--- config.mk ---
export PLATFORM = sky130hd
export DESIGN_NAME = io_terminal_adapter
export DESIGN_NICKNAME = d
export VERILOG_FILES = /design/src/rtl/basic_comp_io_pkg.sv /design/src/rtl/io_fifo.sv /design/src/rtl/io_terminal_adapter.sv
export SDC_FILE = /design/constraint.sdc
export NUM_CORES = 1
export LEC_CHECK = 0
export CORE_MARGIN = 1
export CORE_UTILIZATION = 40
export DETAILED_ROUTE_END_ITERATION = 10
export GPL_ROUTABILITY_DRIVEN = 0
export MAX_ROUTING_LAYER = met4
export PLACE_DENSITY = 0.66
export SYNTH_ARGS = -nofsm -noshare
export SYNTH_HDL_FRONTEND = slang
export SYNTH_SLANG_ARGS = --single-unit
--- constraint.sdc ---
create_clock -name clk -period 2 [get_ports clk]
set_input_delay 0.2 -clock clk [delete_from_list [all_inputs] [get_ports clk]]
set_output_delay 0.2 -clock clk [all_outputs]
set_load 0.1 [all_outputs]
--- src/rtl/basic_comp_io_pkg.sv ---
// Shared types for the basic-computer terminal adapter: byte width and the
// state encodings of the keyboard (input) and printer (output) handshakes.
package basic_comp_io_pkg;

  localparam int BYTE_W = 8;

  typedef enum logic [1:0] {
    IN_IDLE = 2'd0,
    IN_SET  = 2'd1,
    IN_WAIT = 2'd2,
    IN_BUSY = 2'd3
  } in_state_t;

  typedef enum logic [1:0] {
    O_SET  = 2'd0,
    O_WAIT = 2'd1,
    O_IDLE = 2'd2,
    O_SEND = 2'd3
  } out_state_t;

endpackage

--- src/rtl/io_fifo.sv ---
// Small synchronous FIFO with registered storage; the head entry is visible
// combinationally and becomes valid the cycle after it is pushed.
module io_fifo #(
  parameter int WIDTH = 8,
  parameter int DEPTH = 4
) (
  input  logic             clk,
  input  logic             rst_n,
  input  logic             push,
  input  logic [WIDTH-1:0] wdata,
  input  logic             pop,
  output logic             full,
  output logic             empty,
  output logic [WIDTH-1:0] head
);

  localparam int AW = $clog2(DEPTH);
  localparam logic [AW:0] DEPTH_CNT = DEPTH[AW:0];

  logic [WIDTH-1:0] mem [DEPTH];
  logic [AW-1:0]    wr_ptr;
  logic [AW-1:0]    rd_ptr;
  logic [AW:0]      count;
  logic             push_ok;
  logic             pop_ok;

  assign full    = (count == DEPTH_CNT);
  assign empty   = (count == '0);
  assign head    = mem[rd_ptr];
  assign push_ok = push && !full;
  assign pop_ok  = pop && !empty;

  always_ff @(posedge clk) begin
    if (push_ok) mem[wr_ptr] <= wdata;
  end

  // DEPTH is a power of two, so the pointers wrap by natural overflow.
  always_ff @(posedge clk or negedge rst_n) begin
    if (!rst_n) begin
      wr_ptr <= '0;
      rd_ptr <= '0;
      count  <= '0;
    end else begin
      if (push_ok) wr_ptr <= wr_ptr + 1'b1;
      if (pop_ok)  rd_ptr <= rd_ptr + 1'b1;
      case ({push_ok, pop_ok})
        2'b10:   count <= count + 1'b1;
        2'b01:   count <= count - 1'b1;
        default: count <= count;
      endcase
    end
  end

endmodule

--- src/rtl/io_terminal_adapter.sv ---
// Bridges a byte stream to the basic computer's INPR/FGI keyboard flags and
// OUTR/FGO printer flags; the two directions run fully independently.
module io_terminal_adapter
  import basic_comp_io_pkg::*;
#(
  parameter int RX_DEPTH = 4
) (
  input  logic              clk,
  input  logic              rst_n,
  // valid/ready: a byte moves on an edge where valid and ready are both 1;
  // the sender holds valid and data stable until that edge.
  input  logic [BYTE_W-1:0] in_data,
  input  logic              in_valid,
  output logic              in_ready,
  output logic [BYTE_W-1:0] out_data,
  output logic              out_valid,
  input  logic              out_ready,
  output logic [BYTE_W-1:0] INPR_in,
  output logic              set_FGI,
  input  logic              FGI_out,
  input  logic [BYTE_W-1:0] OUTR_out,
  input  logic              FGO_out,
  output logic              set_FGO,
  output logic [1:0]        in_state_dbg,
  output logic [1:0]        out_state_dbg
);

  in_state_t         in_state;
  out_state_t        out_state;
  logic              fifo_full;
  logic              fifo_empty;
  logic [BYTE_W-1:0] fifo_head;
  logic              push;
  logic              pop;

  // Gating with rst_n keeps in_ready low throughout reset, high right after.
  assign in_ready      = rst_n && !fifo_full;
  assign push          = in_valid && in_ready;
  assign pop           = (in_state == IN_IDLE) && !fifo_empty && !FGI_out;
  assign in_state_dbg  = in_state;
  assign out_state_dbg = out_state;

  io_fifo #(
    .WIDTH (BYTE_W),
    .DEPTH (RX_DEPTH)
  ) u_rx_fifo (
    .clk   (clk),
    .rst_n (rst_n),
    .push  (push),
    .wdata (in_data),
    .pop   (pop),
    .full  (fifo_full),
    .empty (fifo_empty),
    .head  (fifo_head)
  );

  // Keyboard side: one byte per INP, gated by FGI completing a 1 -> 0 cycle.
  always_ff @(posedge clk or negedge rst_n) begin
    if (!rst_n) begin
      in_state <= IN_IDLE;
      INPR_in  <= '0;
      set_FGI  <= 1'b0;
    end else begin
      set_FGI <= 1'b0;
      case (in_state)
        IN_IDLE: begin
          if (pop) begin
            INPR_in  <= fifo_head;
            set_FGI  <= 1'b1;
            in_state <= IN_SET;
          end
        end
        IN_SET:  in_state <= IN_WAIT;
        IN_WAIT: if (FGI_out)  in_state <= IN_BUSY;
        IN_BUSY: if (!FGI_out) in_state <= IN_IDLE;
        default: in_state <= IN_IDLE;
      endcase
    end
  end

  // Printer side: raise FGO, wait for the OUT that clears it, then forward OUTR.
  always_ff @(posedge clk or negedge rst_n) begin
    if (!rst_n) begin
      out_state <= O_SET;
      out_data  <= '0;
      out_valid <= 1'b0;
      set_FGO   <= 1'b0;
    end else begin
      set_FGO <= 1'b0;
      case (out_state)
        O_SET: begin
          set_FGO   <= 1'b1;
          out_state <= O_WAIT;
        end
        O_WAIT: if (FGO_out) out_state <= O_IDLE;
        O_IDLE: begin
          if (!FGO_out) begin
            out_data  <= OUTR_out;
            out_valid <= 1'b1;
            out_state <= O_SEND;
          end
        end
        O_SEND: begin
          if (out_ready) begin
            out_valid <= 1'b0;
            out_state <= O_SET;
          end
        end
        default: out_state <= O_SET;
      endcase
    end
  end

endmodule

======== Yosys cells after proc, flatten, opt, wreduce, memory -nomap -nowiden ========
Memories as Yosys holds them, arrays and structs flattened. A register that Yosys moved wholly into a read port is not among the register bits.
Cells that the tools add are included.
storage, ports and cells
  register bits after elaboration ......... 22
  latch bits .............................. 0
  RAM bits ................................ 32
  bits in read-only memories .............. 0
  input port bits ......................... 22
  output and inout bits ................... 24
  memories ................................ 1
memories
  memory         depth  width  read ports  clocked after Yosys merged registers in  write ports  RTL line       source
  u_rx_fifo.mem  4      8      1           1                                        1            io_fifo.sv:20  logic [WIDTH-1:0] mem [DEPTH];
cells by class
  $add $sub $neg .......................... 4
  multipliers ............................. 0
  div/mod/pow operators ................... 0
  magnitude comparators ................... 0
  eq/ne operators ......................... 15
  shift-type cells ........................ 0
  multiplexer cells ....................... 17
  bitwise operators ....................... 1
  reduce and logical (&&, ||, !) cells .... 20
operators by type and width
  cell                                                                 number
  2-bit case mux with 4 select lines                                   2
  2-bit 2-to-1 mux                                                     6
  2-bit == test (second input constant)                                5
  2-bit != test (second input constant)                                5
  3-bit AND reduction                                                  3
  1-bit 2-to-1 mux                                                     7
  2-bit by 1-bit == test with 1-bit output (second input constant)     3
  1-bit logical AND                                                    6
  3-bit case mux with 2 select lines                                   1
  2-bit by 1-bit adder with 2-bit output (second input constant)       2
  1-bit logical NOT                                                    4
  2-bit logical NOT                                                    2
  2-bit AND reduction                                                  2
  2-bit nonzero test                                                   2
  3-bit by 1-bit adder with 3-bit output (second input constant)       1
  3-bit == test (second input constant)                                1
  3-bit logical NOT                                                    1
  3-bit by 1-bit subtractor with 3-bit output (second input constant)  1
  2-bit by 1-bit != test with 1-bit output (second input constant)     1
  1-bit case mux with 2 select lines                                   1
  1-bit inverter                                                       1

======== Depth between registers and ports, before layout ========
Gate-level depths: netlist of the first run.
  depth in word-level cells ............... 7
  depth in mapped cells ................... 10
  gate-level depth less buffers ........... 9

======== Hierarchy ========
From an unflattened synthesis of the first run, not the netlist that was laid out.
unflattened totals
  cells, all modules ...................... 156
  area total of the unflattened synthesis .. 2616.3 um2
modules (own cells, without submodules)
  module               times used  cells each  area each (um2)  seq. area each (um2)
  io_fifo              1           80          1584.0           1136.1
  io_terminal_adapter  1           76          1032.2           575.6

======== Worst setup path after synthesis of the first run ========
Ideal clock, no wire load.
  path kind ............................... reg-to-reg
  from .................................... reg in_state[0] (netlist: in_state_dbg[0])
  to ...................................... reg u_rx_fifo.count[1]
  arrival time ............................ 2534 ps
  data required time ...................... 1917 ps
  setup slack ............................. -616 ps
  stages on the path, launching flop included .. 9
  period minus slack after synthesis ...... 2616 ps
  cells stage by stage .................... dfrtp_1 > inv_1 > ha_1 > nor3b_2 > buf_6 > ha_1 > inv_1 > fa_1 > o21ai_0
on the way
  word-level cells in the longest chain between the ends .. 6
ends and longest elaborated chain
  what                                                                              RTL line                   source
  start, declared                                                                   io_terminal_adapter.sv:28  in_state_t in_state;
  start signal, assigned                                                            io_terminal_adapter.sv:60  in_state <= IN_IDLE;
  start signal, assigned                                                            io_terminal_adapter.sv:70  in_state <= IN_SET;
  start signal, assigned                                                            io_terminal_adapter.sv:73  IN_SET: in_state <= IN_WAIT;
  2-bit logical NOT *                                                               io_terminal_adapter.sv:39  assign pop = (in_state == IN_IDLE) && !fifo_empty && !FGI_out;
  1-bit logical AND * (2 in series)                                                 io_terminal_adapter.sv:39
  1-bit logical AND *                                                               io_fifo.sv:31              assign pop_ok = pop && !empty;
  via u_rx_fifo.pop_ok                                                              io_fifo.sv:25              logic pop_ok;
  2-bit by 1-bit == test with 1-bit output / 2-bit == test (equally long branches)  io_fifo.sv:46              case ({push_ok, pop_ok})
  3-bit case mux with 2 select lines / 2-bit nonzero test (equally long branches)   -
  end signal, assigned                                                              io_fifo.sv:47              2'b10: count <= count + 1'b1;
  end signal, assigned                                                              io_fifo.sv:48              2'b01: count <= count - 1'b1;
  end signal, assigned                                                              io_fifo.sv:49              default: count <= count;
  end, declared                                                                     io_fifo.sv:23              logic [AW:0] count;
The timed path passes the listed nets; every way through them passes the cells marked *.
A chain may end at the register's enable or synchronous reset.

======== Worst setup path after layout of the first run ========
  from .................................... reg in_state[0] (netlist: in_state_dbg[0])
  to ...................................... reg u_rx_fifo.count[2]
on the way
  word-level cells in the longest chain between the ends .. 6
ends and longest elaborated chain
  what                                                                              RTL line
  2-bit logical NOT *                                                               io_terminal_adapter.sv:39
  1-bit logical AND * (2 in series)                                                 io_terminal_adapter.sv:39
  1-bit logical AND *                                                               io_fifo.sv:31
  2-bit by 1-bit == test with 1-bit output / 2-bit == test (equally long branches)  io_fifo.sv:46
  3-bit case mux with 2 select lines / 2-bit nonzero test (equally long branches)   -
Every way passes the cells marked *; elsewhere a longest branch is shown, timed or not.

==> results of run 1 <==
-- cells in the final DEF, fill, tap and decap left out, drive strengths merged, types with 2 or more instances in the layout --
master / instances
and2: 4
buf: 39
bufinv: 2
clkbuf: 11
clkdlybuf4s50: 21
clkinv: 3
dfrtp: 30
edfxtp: 32
ha: 13
inv: 12
mux2: 19
mux2i: 3
mux4: 8
nand2: 3
nor2: 4
nor3b: 3
o21ai: 3
xnor2: 3
xor2: 3
-- final timing paths --
check	startpoint	endpoint	slack, ns	cells after the start
max in group asynchronous	rst_n	in_state_dbg[1]	1.22	3
worst min-delay path	rst_n	INPR_in[5]	0.47	3
worst max-delay path	in_state_dbg[0]	u_rx_fifo.count[2]	-0.002	9
worst max register to register	in_state_dbg[0]	u_rx_fifo.count[2]	-0.002	9
min in group clk	OUTR_out[3]	out_data[3]	0.47	2
worst min register to register	out_data[0]	out_data[0]	0.49	1
-- flip-flops by register name (all words and copies together), names as in the netlist --
name and cells:
u_rx_fifo.wr_ptr 2, out_valid 1, set_FGO 1, u_rx_fifo.count 3, out_data 8, INPR_in 8
u_rx_fifo.mem 32, set_FGI 1, out_state_dbg 2, u_rx_fifo.rd_ptr 2, in_state_dbg 2
-- repair_timing --
item | in CTS | in global routing
resized for setup | 1 | 0
setup endpoints to repair | 1 | 2
setup buffers | 6 | 2
pin swaps | 4 | 3
-- worst register-to-register path: stages (launching register included) --
cell and delay, ns:
dfrtp_4 0.50, inv_4 0.07, ha_4 0.13, nor3b_4 0.23
ha_4 0.17, inv_2 0.04, fa_2 0.34, xor2_1 0.15
nor2_1 0.15, xnor2_1 0.14
-- cells by family after synthesis --
| kind of cell | after synthesis | share of synthesized area (%) |
|---|---|---|
| simple gates | 17 | 4.29 |
| buf+inv | 16 | 2.88 |
| fa+ha+maj | 14 | 6.88 |
| mux | 30 | 17.1 |
| compound gates | 7 | 2.36 |
| xor+xnor | 6 | 1.98 |
| flops | 62 | 64.5 |
-- metal layers --
layer	track usage [%]	part of all wire (%)
met1	18.0	40
met2	28.2	54
met3	4.15	5.0
met4	8.01	1.4
met5	-	0
-- cells in the mapped netlist, drive strengths merged --
cell and instances:
edfxtp 32, o2bb2ai 1, o21ai 3, ha 13
xnor2 3, and2 4, xor2 3, mux4 8
fa 1, mux2 19, o31a 1, and4bb 1
nand2 3, o311a 1, nor2b 1, dfrtp 30
nor3 1, mux2i 3, inv 12, buf 4
nor3b 3, a22o 1, nor2 4
-- layout make-up --
| type | instances | area (µm²) | share of cell area [%] |
|---|---|---|---|
| tap | 77 | 96.3 | 2.76 |
| clock buffer | 11 | 131 | 3.77 |
| sequential | 62 | 1720 | 49.4 |
| clock inverter | 5 | 73.8 | 2.12 |
| inverter | 12 | 50.0 | 1.43 |
| multi-input combinational | 74 | 900 | 25.8 |
| timing repair buffer | 60 | 515 | 14.8 |
-- metrics by stage --
step	hold slack, ns	worst slack, ns	utilization (%)	instance area (µm²)
3_5_place_dp	0.485	-0.103	50.4	3220
5_1_grt	0.470	-0.0896	54.6	3490
3_3_place_gp	0.470	0.0297	50.4	3220
2_1_floorplan	-0.0956	-0.166	-	2700
6_report	0.474	-0.00165	54.6	3490
4_1_cts	0.464	-0.0113	54.4	3470
==> impl_metrics.yaml, run 1 <==
outcome:
  status: "finished with violations"
  failed_checks: "negative setup slack"
route:
  routed_wl_um: 5000
  via_per_inst: 4.89
  drc: 0
  ant_nets: 0
  first_iter_violations: 59
  wl_per_cell_um: 16.6
  dr.pass1.iters: 4
  num_vias: 1472
critical_path:
  critPathMostFrequentCell: "ha_4"
  cp.buffers_inverters: 2
  critPathKind: "reg2reg"
  crit_path_start_kind: "register"
  path_delay_family: "adder cells"
  critical-path-max-stage-delay_ns: 0.50
  cp_max_fo: 2
  cp_slowest_cell: "dfrtp_4"
  crit_chain: "inv_4, ha_4, nor3b_4, ha_4, inv_2, fa_2, xor2_1, nor2_1, xnor2_1"
  crit_path_end_kind: "register"
  arrival_ns: 2.24
  critPathRequiredTime_ns: 2.24
layout:
  final.fill_count: 510
  nNetsFinal: 255
  final_layout_size_suffix_gt1_share_pct: 36.2
  area_growth_pct: 31.4
  diodes: 0
  instances_no_fill: 301
synthesis:
  synth-seq-area-share_pct: 64.5
  syn_nets: 188
  synthCells: 152
  synth_area_leader_cell: "edfxtp_1"
  ys_warn_count: 0
  synth_top_area_share_pct: 36.2
  synth_cell_types: 28
  ys_seq_elements: 62
  synthTopCellsByArea: "edfxtp_1, dfrtp_1, mux4_2, ha_1, mux2_1"
  synth.avg_cell_area_um2: 17.5
  synthesis.area_mm2: 0.00265
timing:
  fin_ws_ns: -0.00165
  worst_pin_slew_ns: 0.480
  max_freq_ghz: 0.500
  min_period_ns: 2.00
  hold_viol_final: 0
  period_share_pct: 100
  slew_violations: 0
  finClkSkew_ns: 0.00705
  rsz0062_at_grt: "yes"
  relSlewSlack_pct: 68.0
  tns_ns: -0.00165
  setup_viol: 1
floorplan:
  start_util_pct: 41.6
  fp-row-count: 29
  num_io_pins: 46
  die_h_um: 83.5
  coreArea_mm2: 0.00639
  die-width_um: 83.5
  dieArea_mm2: 0.00696
clock_tree:
  numCtsBuffers: 9
  clk_pin_slew_ns: 0.07
  cts_sinks: 62
  cts.root.buffer_cell: "clkbuf_8"
  cts_max_path_buffers: 2
  cts_tree: "done"
  cts_hold_buf: 0
  clk-insertion-delay-late_ns: 0.33
  htree_levels: 3
grt:
  grt_pass1_wl_um: 8300
  grt_pass1_vias: 1643
  overflow: 0
  antenna_found_initial: 0
  grt_max_degree: 31
  grt_usage_pct: 16.5
placed_design:
  dp_cells: 277
  numPortBuffers: 45
  hpwl_um: 3540
job:
  cap_violations: 0
min_path:
  hp-class: "in2async"
Power of run 1 is left out: the tool's default activity adds up to more than one toggle a clock period on the data nets, which glitch-free logic cannot reach.
==> inputs of run 2 (changes only) <==
SKIP_CTS_REPAIR_TIMING = 1   (was default)
==> impl_metrics.yaml, run 2 (synthesis gave the netlist of run 1 again) <==
outcome:
  status: "finished with violations"
  failed_checks: "negative setup slack"
layout:
  seq_area_mm2: 0.00172
  multi_input_area_um2: 900
  diodes: 0
  design_area_mm2: 0.00346
  mostFrequentLayoutCells: "buf_4, edfxtp_1, dfrtp_1"
  largest_reg_flops: 32
  final.fill_count: 512
  reg.largest.list: "u_rx_fifo.mem x32, INPR_in x8, out_data x8"
  regMostFlops: "u_rx_fifo.mem"
  final_common_cell: "buf_4"
  nNetsFinal: 251
  final_layout_size_suffix_gt1_share_pct: 35.0
  area_growth_pct: 30.3
grt:
  antenna_found_initial: 0
  grt_pass1_wl_um: 8140
  grt_usage_pct: 16.2
  overflow: 0
  grt_pass1_vias: 1622
  grt_max_degree: 31
critical_path:
  arrival_ns: 2.27
  cp_max_fo: 3
  reg2reg_depth: 9
  critPathKind: "reg2reg"
  critPathRequiredTime_ns: 2.24
  crit_path_end_kind: "register"
  crit_path_start_kind: "register"
placed_design:
  hpwl_um: 3540
  post_dp_cell_area_mm2: 0.00322
  dpl_worst_slack_ns: -0.103
  numPortBuffers: 45
clock_tree:
  cts.root.buffer_cell: "clkbuf_8"
  htree_levels: 3
  cts_tree: "done"
  cts_sinks: 62
  clk-insertion-delay-late_ns: 0.33
  cts_max_path_buffers: 2
  clk_pin_slew_ns: 0.06
  numCtsBuffers: 9
timing:
  rsz0062_at_grt: "yes"
  setup_viol: 1
  finClkSkew_ns: 0.00712
  period_share_pct: 102
  worst_pin_slew_ns: 0.481
  min_period_ns: 2.03
  fin_ws_ns: -0.0322
  slew_violations: 0
  holdWs_ns: 0.475
  max_freq_ghz: 0.492
  hold_viol_final: 0
  relSlewSlack_pct: 68.0
route:
  wl_per_cell_um: 16.5
  drc: 0
  num_vias: 1460
  dr.pass1.iters: 4
  routed_wl_um: 4900
  ant_nets: 0
  first_iter_violations: 75
  via_per_inst: 4.92
min_path:
  hold_depth: 2
  hp-class: "in2reg"
floorplan:
  fp-row-count: 29
  die_h_um: 83.5
  coreArea_mm2: 0.00639
  num_io_pins: 46
  dieArea_mm2: 0.00696
  die-width_um: 83.5
  start_util_pct: 41.6
job:
  cap_violations: 0
run 2: cell types whose count changed in the layout (fill, tap and decap cells not counted), sizes merged:
cell / delta
buf: -4
run 2: final cells by class:
cell class | count | share of cell area, %
sequential | 62 | 49.8
multi-input combinational | 74 | 26.0
timing repair buffer | 56 | 14.0
clock buffer | 11 | 3.80
clock inverter | 5 | 2.13
tap | 77 | 2.79
inverter | 12 | 1.45
run 2: metrics by stage:
step                      utilization, %  instances  TNS (ns)
after global routing                54.2        297    -0.125
final                               54.2        297   -0.0322
after CTS                           53.6        293    -0.106
after floorplan                        -        152    -0.252
after detailed placement            50.4        277    -0.103
after global placement              50.4        277         0
run 2: metal layers:
metal | vias to the layer above | GRT usage [%] | part of all wire (%)
met5 | - | - | 0
met4 | 0 | 8.01 | 1.4
met3 | 8 | 4.15 | 5.1
met2 | 44 | 27.5 | 54
met1 | 728 | 17.7 | 40
li1 | 680 | - | -
run 2: path summary, 6_finish.rpt:
kind | from | end | slack, ns
setup / recovery | in_state_dbg[0] | u_rx_fifo.count[2] | -0.03
hold / removal | OUTR_out[3] | out_data[3] | 0.47
setup reg to reg | in_state_dbg[0] | u_rx_fifo.count[2] | -0.03
hold reg to reg | out_data[0] | out_data[0] | 0.49
max in group asynchronous | rst_n | in_state_dbg[1] | 1.21
min in group asynchronous | rst_n | INPR_in[5] | 0.48
run 2: critical path, stage by stage (launching register included):
cell and delay (ns):
dfrtp_4 0.50, inv_4 0.07, ha_4 0.13, nor3b_4 0.25, ha_4 0.18, inv_2 0.04, fa_2 0.34, xor2_1 0.15
nor2_1 0.14, xnor2_1 0.14
Power of run 2 is left out for the same reason.
==> edit: new RTL, settings of run 1 <==
Set the package constant `BYTE_W` to 10 (it was 8).
--- a/src/rtl/basic_comp_io_pkg.sv
+++ b/src/rtl/basic_comp_io_pkg.sv
@@ -3,5 +3,5 @@
 package basic_comp_io_pkg;
 
-  localparam int BYTE_W = 8;
+  localparam int BYTE_W = 10;
 
   typedef enum logic [1:0] {
Interface: changed (resized INPR_in, OUTR_out, in_data and out_data); port bits go from 46 to 54. No check against the original RTL was run, so the function may have changed too.
==> edit against run 1 <==
Setup slack improved by 0.033 ns. Cell area is 17% higher. Critical path depth is the same. Sequential share of layout area increased by 1.3 points. Sequential cell count is 12 higher. Highest routed layer unchanged. Utilization up 0.66 points. Area after synthesis is 16% higher. Die area up 16%. Routed wire length is 8.5% higher. Critical endpoint unchanged. Largest cell class unchanged.
Power is left out: the tool's default activity adds up to more than one toggle a clock period on the data nets, which glitch-free logic cannot reach.
==> edit: results (changes against run 1) <==
Parameter                              Value

Finish
  Fraction of final layout cells with drive strength greater than 1    41.67% (+5.5 points)
  # diodes    0 (unchanged)
  Leading registers by flop count    u_rx_fifo.mem: 40 flops, INPR_in: 10 flops, out_data: 10 flops
  Post-layout net count    287 (+13%)

Synthesis
  Largest cells by area after synthesis    sky130_fd_sc_hd__edfxtp_1 (39%), sky130_fd_sc_hd__dfrtp_1 (28%), sky130_fd_sc_hd__mux4_2 (5.8%)
  Leading post-synthesis cells by instance count    sky130_fd_sc_hd__edfxtp_1 (40), sky130_fd_sc_hd__dfrtp_1 (34), sky130_fd_sc_hd__mux2_2 (15), sky130_fd_sc_hd__ha_1 (13), sky130_fd_sc_hd__inv_1 (12)
  Number of flops mapped to enable cells by yosys    40 (+25%)
  Dominant synthesized flop cell    sky130_fd_sc_hd__edfxtp_1
  Distinct cells, synth    28 (unchanged)
  Yosys warning total    0 (unchanged)
  Net count of the mapped netlist    210 (+12%)
  Sequential-to-total area share from yosys stat    66.48% (+2.0 points)
  Post-synth ARST share    45.95% (-2.4 points)

Setup path
  Critical path data arrival time    2.24 ns (about the same)
  Reg-to-reg setup timing slack    0.03 ns (+0.03 ns)
  Critical path's top delay family    adder cells
  Worst setup path class    flop to flop
  Path depth of the worst reg2reg path    9 (unchanged)
  Critical Path Source    in_state_dbg[1]
  Reg-to-Reg End    u_rx_fifo.count[2]
  Peak per-stage delay on the critical path    0.50 ns (about the same)
  Cell with the biggest individual delay on the critical path    sky130_fd_sc_hd__dfrtp_4
  Critical-path maximum fanout    5 (+3)

GRT
  Via count of the first global-routing pass    1691 (+2.9%)
  Maximum number of pins on one net before global-route repair    35 (+13%)
  Initial antenna violation count    0 (unchanged)
  Wire length of the first global-routing pass    8907 um (+7.3%)
  Tot GR Track Use    15.24% (-1.3 points)

Run status
  Result of the run    finished, final reports clean

Timing
  Setup clock skew after layout    0.007361 ns (+0.0003137 ns)
  Max transition margin    64.64% (-3.3 points)
  Slew Limit Fails    0 (unchanged)
  Setup Total Neg Slack    0 ns (+0.001654 ns)

Route
  Drt wl/cell    15.44 um (-6.9%)
  Number of DRC markers in iteration 0    34 (-42%)
  Number of detailed-routing iterations run before antenna repair    4 (unchanged)
  Via count    1645 (+12%)

Place
  Total of buffers placed on input and output ports    53 (+18%)
  Final HPWL DP    3688 um (+4.1%)

Clock network
  Total clock buffers created by CTS    9 (unchanged)
  Root Buffer Master    sky130_fd_sc_hd__clkbuf_8
  Clock H-tree levels    3 (unchanged)
  Worst-path clk slew    0.08 ns
  Clock insertion delay at the later pin of the skew report    0.34 ns
  Longest Clk Path Bufs    2 (unchanged)

Worst hold path
  Terminating pin of the worst hold path    out_data[0]
  Class of the tightest hold or removal check    primary input to flop
  Hold Path Depth    2
  Worst Min Path Start    OUTR_out[0]

Die
  X dimension of the die    89.85 um (+7.7%)
==> edit: cell types whose count changed after synthesis, moves of 2 or more <==
cell                       change
sky130_fd_sc_hd__dfrtp_1       +4
sky130_fd_sc_hd__edfxtp_1      +8
sky130_fd_sc_hd__mux2_1       -11
sky130_fd_sc_hd__mux2_2       +15
sky130_fd_sc_hd__mux4_1        +2
==> edit: logic make-up after synthesis <==
group / after synthesis / share of synthesized area [%]
flops: 74 / 66.48
mux: 36 / 17.88
simple gates: 17 / 3.891
buf+inv: 16 / 2.472
fa+ha+maj: 14 / 5.918
compound gates: 7 / 1.662
xor+xnor: 6 / 1.703
==> edit: timing repair <==
item	CTS	global route
setup endpoints to repair	0	1
gates resized for setup	0	0
hold buffers	2	0
setup buffers	0	4
hold endpoints to repair	34	0
==> edit: routing by layer <==
metal,up-vias,global-route usage (%),share of wire (%)
li1,779,-,-
met2,46,23.21,48
met3,7,4.738,5.2
met1,813,18.52,44
met5,-,-,0
met4,0,7.377,1.9
==> edit: stage by stage <==
stage          hold WS, ns  setup WS, ns  std cells  instance area, sq um
3_3_place_gp        0.3597       0.08600        329                  3772
3_5_place_dp        0.3570       0.02275        329                  3772
6_report            0.4682       0.03131        351                  4074
2_1_floorplan     -0.09559       -0.2371        170                  3129
5_1_grt             0.4551      -0.07603        351                  4074
4_1_cts             0.4576       0.01597        347                  4044
==> edit: final cells by class <==
type                    count  area (sq um)
inverters                  12         50.05
clock buffers               9         123.9
multi-input cells          80         985.9
flip-flops and latches     74          2062
well taps                  99         123.9
clock inverters             7         117.6
repair buffers             70         610.6
fillers                   592          3296
